==> src/rtl/hex_seq_ctrl_if.sv <==
// -----------------------------------------------------------------------------
// hex_seq_ctrl_if
// Request/response bus between the hex display sequencer (master) and the
// display controller's slave port.
//   req   : access request, one access per cycle
//   addr  : byte address of the peripheral register
//   we    : 1 = write, 0 = read
//   wdata : write data
//   rdata : registered read data, valid the cycle after a granted read
// -----------------------------------------------------------------------------
interface hex_seq_ctrl_if;
  logic        req;
  logic [31:0] addr;
  logic        we;
  logic [31:0] wdata;
  logic [31:0] rdata;

  modport master (output req, output addr, output we, output wdata, input rdata);
  modport slave  (input req, input addr, input we, input wdata, output rdata);
endinterface

==> src/rtl/hex_seq_ctrl.sv <==
// -----------------------------------------------------------------------------
// hex_seq_ctrl
// Loads the eight-digit hex display: on a command it issues eight digit
// writes (BASE_ADDR+4k, nibble k of the value) followed by one bitmask write
// (BASE_ADDR+0x20). CPU accesses share the peripheral port and are arbitrated
// round-robin against the sequencer, one access per cycle.
//   clk_i, rst          : clock, synchronous active-high reset
//   cpu_*               : CPU pass-through (req/addr/we/wdata in, rdata/stall out)
//   cmd_valid_i/ready_o : command handshake carrying cmd_value_i, cmd_mask_i
//   busy_o, done_o      : sequence in progress / one-cycle completion pulse
//   per                 : master side of the peripheral bus
// -----------------------------------------------------------------------------
module hex_seq_ctrl #(
  parameter logic [31:0] BASE_ADDR = 32'h0
) (
  input  logic               clk_i,
  input  logic               rst,
  input  logic               cpu_req_i,
  input  logic [31:0]        cpu_addr_i,
  input  logic               cpu_we_i,
  input  logic [31:0]        cpu_wdata_i,
  output logic [31:0]        cpu_rdata_o,
  output logic               cpu_stall_o,
  input  logic               cmd_valid_i,
  input  logic [31:0]        cmd_value_i,
  input  logic [7:0]         cmd_mask_i,
  output logic               cmd_ready_o,
  output logic               busy_o,
  output logic               done_o,
  hex_seq_ctrl_if.master     per
);

  typedef enum logic [1:0] {
    ST_IDLE  = 2'd0,
    ST_WRITE = 2'd1,
    ST_DONE  = 2'd2
  } state_e;

  localparam logic PRIO_CPU = 1'b0;
  localparam logic PRIO_SEQ = 1'b1;

  state_e      state_q, state_d;
  logic [3:0]  step_q, step_d;
  logic [31:0] value_q, value_d;
  logic [7:0]  mask_q, mask_d;
  logic        prio_q, prio_d;

  logic        seq_req_s;
  logic [31:0] seq_addr_s;
  logic [31:0] seq_wdata_s;
  logic        cpu_grant_s;
  logic        seq_grant_s;

  // State, step counter, latched command and arbitration priority registers.
  always_ff @(posedge clk_i) begin
    if (rst) begin
      state_q <= ST_IDLE;
      step_q  <= 4'd0;
      value_q <= 32'd0;
      mask_q  <= 8'd0;
      prio_q  <= PRIO_CPU;
    end else begin
      state_q <= state_d;
      step_q  <= step_d;
      value_q <= value_d;
      mask_q  <= mask_d;
      prio_q  <= prio_d;
    end
  end

  // Sequencer next-state logic and the write it currently wants to issue.
  always_comb begin
    state_d     = state_q;
    step_d      = step_q;
    value_d     = value_q;
    mask_d      = mask_q;
    seq_req_s   = 1'b0;
    seq_addr_s  = 32'd0;
    seq_wdata_s = 32'd0;
    case (state_q)
      ST_IDLE: begin
        if (cmd_valid_i) begin
          value_d = cmd_value_i;
          mask_d  = cmd_mask_i;
          step_d  = 4'd0;
          state_d = ST_WRITE;
        end else begin
          state_d = ST_IDLE;
        end
      end
      ST_WRITE: begin
        seq_req_s = 1'b1;
        if (step_q < 4'd8) begin
          seq_addr_s  = BASE_ADDR + {26'd0, step_q, 2'b00};
          seq_wdata_s = {28'd0, value_q[{step_q[2:0], 2'b00} +: 4]};
        end else begin
          seq_addr_s  = BASE_ADDR + 32'h20;
          seq_wdata_s = {24'd0, mask_q};
        end
        // The step only moves when the write actually reached the port.
        if (seq_grant_s) begin
          if (step_q == 4'd8) begin
            state_d = ST_DONE;
          end else begin
            step_d = step_q + 4'd1;
          end
        end else begin
          step_d = step_q;
        end
      end
      ST_DONE: begin
        state_d = ST_IDLE;
      end
      default: begin
        state_d = ST_IDLE;
      end
    endcase
  end

  // Round-robin grant and peripheral bus mux; prio only flips on contested cycles.
  always_comb begin
    cpu_grant_s = 1'b0;
    seq_grant_s = 1'b0;
    prio_d      = prio_q;
    per.req     = cpu_req_i | seq_req_s;
    per.addr    = 32'd0;
    per.we      = 1'b0;
    per.wdata   = 32'd0;
    if (cpu_req_i && seq_req_s) begin
      cpu_grant_s = (prio_q == PRIO_CPU);
      seq_grant_s = (prio_q == PRIO_SEQ);
      prio_d      = ~prio_q;
    end else begin
      cpu_grant_s = cpu_req_i;
      seq_grant_s = seq_req_s;
    end
    if (seq_grant_s) begin
      per.addr  = seq_addr_s;
      per.we    = 1'b1;
      per.wdata = seq_wdata_s;
    end else if (cpu_grant_s) begin
      per.addr  = cpu_addr_i;
      per.we    = cpu_we_i;
      per.wdata = cpu_wdata_i;
    end else begin
      per.addr  = 32'd0;
      per.we    = 1'b0;
      per.wdata = 32'd0;
    end
  end

  assign cpu_rdata_o = per.rdata;
  assign cpu_stall_o = cpu_req_i & ~cpu_grant_s;
  assign cmd_ready_o = (state_q == ST_IDLE);
  assign busy_o      = (state_q != ST_IDLE);
  assign done_o      = (state_q == ST_DONE);

endmodule

==> src/flat_wrapper.sv <==
// flat-port wrapper written by rule: the top's interface ports become plain ports
module hex_seq_ctrl_flat 
#(
  parameter logic [31:0] BASE_ADDR = 32'h0
)
  (clk_i, rst, cpu_req_i, cpu_addr_i, cpu_we_i, cpu_wdata_i, cpu_rdata_o, cpu_stall_o, cmd_valid_i, cmd_value_i, cmd_mask_i, cmd_ready_o, busy_o, done_o, per_req, per_addr, per_we, per_wdata, per_rdata);
  hex_seq_ctrl_if per_i ();
  input  logic clk_i;
  input  logic rst;
  input  logic cpu_req_i;
  input  logic [31:0] cpu_addr_i;
  input  logic cpu_we_i;
  input  logic [31:0] cpu_wdata_i;
  output logic [31:0] cpu_rdata_o;
  output logic cpu_stall_o;
  input  logic cmd_valid_i;
  input  logic [31:0] cmd_value_i;
  input  logic [7:0] cmd_mask_i;
  output logic cmd_ready_o;
  output logic busy_o;
  output logic done_o;
  output wire logic [$bits(per_i.req)-1:0] per_req;
  output wire logic [$bits(per_i.addr)-1:0] per_addr;
  output wire logic [$bits(per_i.we)-1:0] per_we;
  output wire logic [$bits(per_i.wdata)-1:0] per_wdata;
  input wire logic [$bits(per_i.rdata)-1:0] per_rdata;
  assign per_req = per_i.req;
  assign per_addr = per_i.addr;
  assign per_we = per_i.we;
  assign per_wdata = per_i.wdata;
  assign per_i.rdata = per_rdata;
  hex_seq_ctrl #(.BASE_ADDR(BASE_ADDR)) u_core (.clk_i(clk_i), .rst(rst), .cpu_req_i(cpu_req_i), .cpu_addr_i(cpu_addr_i), .cpu_we_i(cpu_we_i), .cpu_wdata_i(cpu_wdata_i), .cpu_rdata_o(cpu_rdata_o), .cpu_stall_o(cpu_stall_o), .cmd_valid_i(cmd_valid_i), .cmd_value_i(cmd_value_i), .cmd_mask_i(cmd_mask_i), .cmd_ready_o(cmd_ready_o), .busy_o(busy_o), .done_o(done_o), .per(per_i));
endmodule
==> config.mk <==
export PLATFORM = sky130hd
export DESIGN_NAME = hex_seq_ctrl_flat
export DESIGN_NICKNAME = d
export VERILOG_FILES = /design/src/rtl/hex_seq_ctrl_if.sv /design/src/rtl/hex_seq_ctrl.sv /design/src/flat_wrapper.sv
export SDC_FILE = /design/constraint.sdc
export NUM_CORES = 1
export LEC_CHECK = 0
export CORE_MARGIN = 2
export CORE_UTILIZATION = 34
export DETAILED_ROUTE_END_ITERATION = 10
export GPL_ROUTABILITY_DRIVEN = 1
export PLACE_DENSITY_LB_ADDON = 0.2
export SLEW_MARGIN = 10
export SYNTH_ARGS = -nofsm -noshare
export SYNTH_HDL_FRONTEND = slang
export SYNTH_SLANG_ARGS = --single-unit
==> constraint.sdc <==
create_clock -name clk_i -period 5.1 [get_ports clk_i]
set_clock_uncertainty 0.05 [all_clocks]
set_input_delay 1.53 -clock clk_i [delete_from_list [all_inputs] [get_ports clk_i]]
set_output_delay 1.53 -clock clk_i [all_outputs]
set_load 0.02 [all_outputs]
# Yosys cells after proc, flatten, opt, wreduce, memory -nomap -nowiden
# Cells that the tools add are included.
dict set report classes {
  n_addsub 1
  n_mul 0
  n_div 0
  order_cmp 1
  eq_ne 7
  shifts 1
  n_mux 21
  n_bitwise 4
  reduce_logical 7
}
# cell n
set ops {}
lappend ops {{$mux 32} 6}
lappend ops {{$shiftx 32x6->4} 1}
lappend ops {{$mux 4} 3}
lappend ops {{$mux 8} 1}
lappend ops {{$pmux 4 s2} 1}
lappend ops {{$mux 1} 6}
lappend ops {{$mux 6} 1}
lappend ops {{$add 4x1->4 const B} 1}
lappend ops {{$eq 4x4->1 const B} 1}
lappend ops {{$lt 4x4->1 const B} 1}
lappend ops {{$mux 2} 2}
lappend ops {{$ne 2x1->1 const B} 2}
lappend ops {{$ne 2x2->1 const B} 2}
lappend ops {{$pmux 2 s2} 1}
lappend ops {{$reduce_and 2->1} 2}
lappend ops {{$reduce_and 4->1} 1}
lappend ops {{$reduce_bool 2->1} 2}
lappend ops {{$eq 2x1->1 const B} 1}
lappend ops {{$eq 2x2->1 const B} 1}
lappend ops {{$logic_not 2->1} 1}
lappend ops {{$not 1->1} 2}
lappend ops {{$and 1x1->1} 1}
lappend ops {{$logic_and 1x1->1} 1}
lappend ops {{$or 1x1->1} 1}
dict set report word_totals {
  regBits 47
  latch_bits 0
  ram_bits 0
  mem_bits_ro 0
  inputBits 141
  word_cells 47
  memories 0
}

# Longest topological paths before layout
# Gate-level depths: netlist of the first run.
dict set report logic_depth {
  word_depth 6
  depth_mapped 8
}

# Least setup slack after synthesis of the first run
# OpenSTA, ideal clock, no wires.
dict set report synth_timing {
  path_type {input -> output}
  start {input port cpu_req_i}
  end {output port per_wdata[0]}
  arrival_ns 2.774
  required_time_ns 3.520
  slack_ns 0.746
  path_stages 5
  path_buffers 2
  cell_sequence {clkbuf_1 a21boi_1 buf_2 a21oi_1 a31oi_1}
}
dict set report synth_via {
  elab_chain_cells 4
}
# item line
set synth_lines {}
lappend synth_lines {{start, declared} flat_wrapper.sv:10} ;# input logic cpu_req_i;
lappend synth_lines {{$logic_and 1x1->1} hex_seq_ctrl.sv:129} ;# if (cpu_req_i && seq_req_s) begin
lappend synth_lines {{$mux 1} hex_seq_ctrl.sv:129}
lappend synth_lines {{$mux 32} hex_seq_ctrl.sv:141} ;# end else if (cpu_grant_s) begin
lappend synth_lines {{$mux 32 *} hex_seq_ctrl.sv:137} ;# if (seq_grant_s) begin
lappend synth_lines {{end, declared} flat_wrapper.sv:25} ;# output wire logic [$bits(per_i.wdata)-1:0] per_wdata;
# Mark *: on every way between the ends. The rest lies on a longest branch, timed or not.

# Worst setup path in the final report of the first run
dict set report layout_timing {
  start {input port cpu_req_i}
  end {output port per_addr[8]}
}
dict set report layout_via {
  elab_chain_cells 4
}
# item line
set layout_lines {}
lappend layout_lines {{$logic_and 1x1->1} hex_seq_ctrl.sv:129}
lappend layout_lines {{$mux 1} hex_seq_ctrl.sv:129}
lappend layout_lines {{$mux 32} hex_seq_ctrl.sv:141}
lappend layout_lines {{$mux 32 *} hex_seq_ctrl.sv:137}
lappend layout_lines {{end, declared} flat_wrapper.sv:23} ;# output wire logic [$bits(per_i.addr)-1:0] per_addr;
# Marks and branches as above.

==> results of run 1 <==
[state kept, by name (all words and copies together) (netlist names)]
| name | cells |
|---|---|
| u_core.value_q | 32 |
| u_core.prio_q | 1 |
| u_core.state_q | 2 |
| u_core.step_q | 4 |
| u_core.mask_q | 8 |
[worst max-delay path by stage]
stage,start,end,cells after the start
4_1_cts,cpu_req_i,per_wdata[6],6
3_3_place_gp,cpu_req_i,per_wdata[1],7
3_5_place_dp,cpu_req_i,per_wdata[3],7
2_1_floorplan,cpu_req_i,per_wdata[0],5
5_1_grt,cpu_req_i,per_addr[8],5
6_report,cpu_req_i,per_addr[8],5
[stage by stage]
stage	setup slack, ns	instance area, µm²	hold slack [ns]	power, mW
2_1_floorplan	0.746	2770	0.383	0.584
3_3_place_gp	0.00148	4430	0.389	0.730
3_5_place_dp	-0.0798	4430	0.395	0.732
4_1_cts	0.000360	4520	0.408	0.953
5_1_grt	0.0233	4540	0.427	0.992
6_report	0.0940	4540	0.408	0.949
[cells by family (layout without fill, tap and decap cells)]
family | Yosys count | count (layout) | synth area share (%)
AOI/OAI and AO/OA | 70 | 70 | 14.8
xor gates and xnor gates | 1 | 1 | 0.317
adders and majority gates | 2 | 2 | 0.905
buffers and inverters | 62 | 202 | 12.9
DFF | 47 | 47 | 34.0
muxes | 13 | 13 | 6.88
other | 0 | 1 | 0
and+or+nand+nor | 172 | 172 | 30.2
[timing repair]
item / CTS / global route
setup buffers: 1 / 0
gates resized for setup: 5 / 5
setup endpoints to repair: 6 / 6
[power by group]
part | total (mW) | internal (mW) | switching (mW)
clock | 0.227 | 0.0961 | 0.131
combinational | 0.319 | 0.177 | 0.143
sequential | 0.403 | 0.388 | 0.0148
total | 0.949 | 0.660 | 0.289
[cell usage in the layout, fill, tap and decap left out, drive strengths merged, types with 2 or more instances in the layout]
| cell | n |
|---|---|
| a31oi | 4 |
| dlymetal6s2s | 2 |
| mux2 | 8 |
| inv | 5 |
| nand2b | 2 |
| clkbuf | 6 |
| dfxtp | 47 |
| nor2 | 7 |
| a32o | 4 |
| a21oi | 48 |
| buf | 12 |
| mux4 | 4 |
| clkdlybuf4s50 | 170 |
| ha | 2 |
| o21ai | 5 |
| o31ai | 2 |
| nor3 | 2 |
| and2 | 52 |
| dlygate4sd2 | 5 |
| nand2 | 94 |
| nand3 | 5 |
| a221oi | 4 |
| nor2b | 2 |
[final cells by class]
class                   count  share of cell area [%]
repair buffers            189                    41.3
multi-input cells         258                    32.9
flip-flops and latches     47                    20.7
well taps                 102                    2.81
clock buffers               6                    1.60
inverters                   5                   0.413
clock inverters             2                   0.276
diodes                      1                  0.0551
[layer usage]
| layer | part of all wire (%) | GRT usage [%] |
|---|---|---|
| met5 | 0 | 0 |
| met1 | 40 | 27.4 |
| met4 | 0.44 | 2.90 |
| met3 | 11 | 10.6 |
| met2 | 49 | 40.4 |
[critical path: cells and delay by family]
kind	cells	cell delay [ns]
simple gates	1	0.19
compound gates	1	0.28
buf+inv	3	1.42
==> results.md, run 1 <==
- Min cycle time layout: 5.01 ns
- Final-report hold violation count: 0
- P per Cell Area: 209 mW/mm²
- Most common cell in the synthesized netlist: nand2_1
- Routed Antenna Nets: 0
- Worst-path clk slew: 0.09 ns
- Kind of end point of the critical path: output port
- RR Endpoint: u_core.step_q[2]$_SDFFE_PP0P_
- DRT Wirelength: 11000 µm
- Post-synth EDFFs: 0
- Hold path cells: 2
- Post-route DRC: 0
- Sequential fraction of the synthesis area: 34.0%
- IO Pins: 243
- Post-synthesis instance total: 367
- Maxcap violations: 0
- Critical Path Source Type: primary input
- Footprint of the multi-input gates: 0.00149 mm²
- Static Leak: 1.73 nW
- Initial core utilization: 35.4%
- Final setup viols: 0
- Share of layout cells above drive strength 1: 7.69%
- Max-slew headroom: 37.4%
- Critical path class: primary input to output port
- Distinct cells, synth: 36
- Status: finished, final reports clean
- Syn_area_per_cell: 7.53 µm²
- Worst EP required: 3.52 ns
- Rows: 32
- Synthesized area: 0.00277 mm²
- Vias in the first global route: 2909
- CTS Hold Bufs: 0
- RSZ-0062 raised after global routing: false
- CP peak stage delay: 0.62 ns
- Gr ovfl total: 0
- Reg2reg setup slack: 2.71 ns
- Fill cells: 713
- Routed vias: 2985
- Worst-Skew Late Latency: 0.30 ns
- CP Cell Sequence: clkdlybuf4s50_1 -> a21boi_4 -> buf_12 -> and2_1 -> clkdlybuf4s50_1
- Most used DFF post-synth: dfxtp_1
- Tightest Pin Transition: 0.936 ns
- Max Fanout on Critical Path: 45
- Vias per inst: 4.89
- Hold_sp: u_core.value_q[8]$_SDFFE_PP0P_
- Synth Warn #: 0
- Async SR Flop Fraction: 0%
- Critical R2R Launch: u_core.step_q[0]$_SDFFE_PP0P_
- NumNets Final: 649
- Fin. max-slew vios: 0
- Layout overhead on the synthesized area: 64.2%
- Pin count of the biggest net entering global routing: 46
- Antenna violations before repair: 1
- Max frequency: 0.200 GHz
- Pre-Repair DR Iteration Count: 4
- Die height: 94.2 µm
- Syn_nets: 510
- Root Buffer Master: clkbuf_8
- Reg area: 941 µm²
- Total routing usage reported by global routing: 23.4%
- FF-to-FF path depth: 6
- Die span in x: 94.2 µm
- Synth Register Bits: 47
- Wire per inst: 18.0 µm
- GP Congestion: 0.749
- Top-area cell type share of the netlist area: 34.0%
- Placed insts: 600
- Non-Filler Instances: 610
- CTS buffer count: 5
- # H-tree levels: 2
- Area leader, netlist: dfxtp_1
- CTS tree: done
- Period utilization: 98.2%
- IO Port Bufs: 178
- CTS sink cnt: 47
- Core Util, Final: 58.1%
- Die area: 0.00887 mm²
- VDD IR max: 0.154 mV
- Min-delay worst type: flip-flop to flip-flop
- Core Region: 0.00781 mm²
- Post-DP HPWL: 8690 µm
- Leading post-synthesis cells by cell area: dfxtp_1 (34%), nand2_1 (13%), and2_1 (12%)
- DR iter-0 viols: 153
- Worst path slowest cell: clkdlybuf4s50_1
- CP arrival: 3.43 ns
- First-pass GRT wire length: 15800 µm
- End of the worst hold path: u_core.value_q[8]$_SDFFE_PP0P_
- Most frequent cells after synthesis: nand2_1 (94), and2_1 (52), a21oi_1 (47), dfxtp_1 (47), buf_4 (32)
- Clock tree buffer depth: 2
- Critical path's most frequent cell: clkdlybuf4s50_1
- Sum Neg Setup Slack: 0 ns
(Power assumes the default switching activity.)
==> inputs of run 2 (changes only) <==
HOLD_SLACK_MARGIN = 0.15   (was default)
SLEW_MARGIN = 20   (was 10)
==> results of run 2 <==
No change in the layout: final DEF, timing and power equal those of run 1.
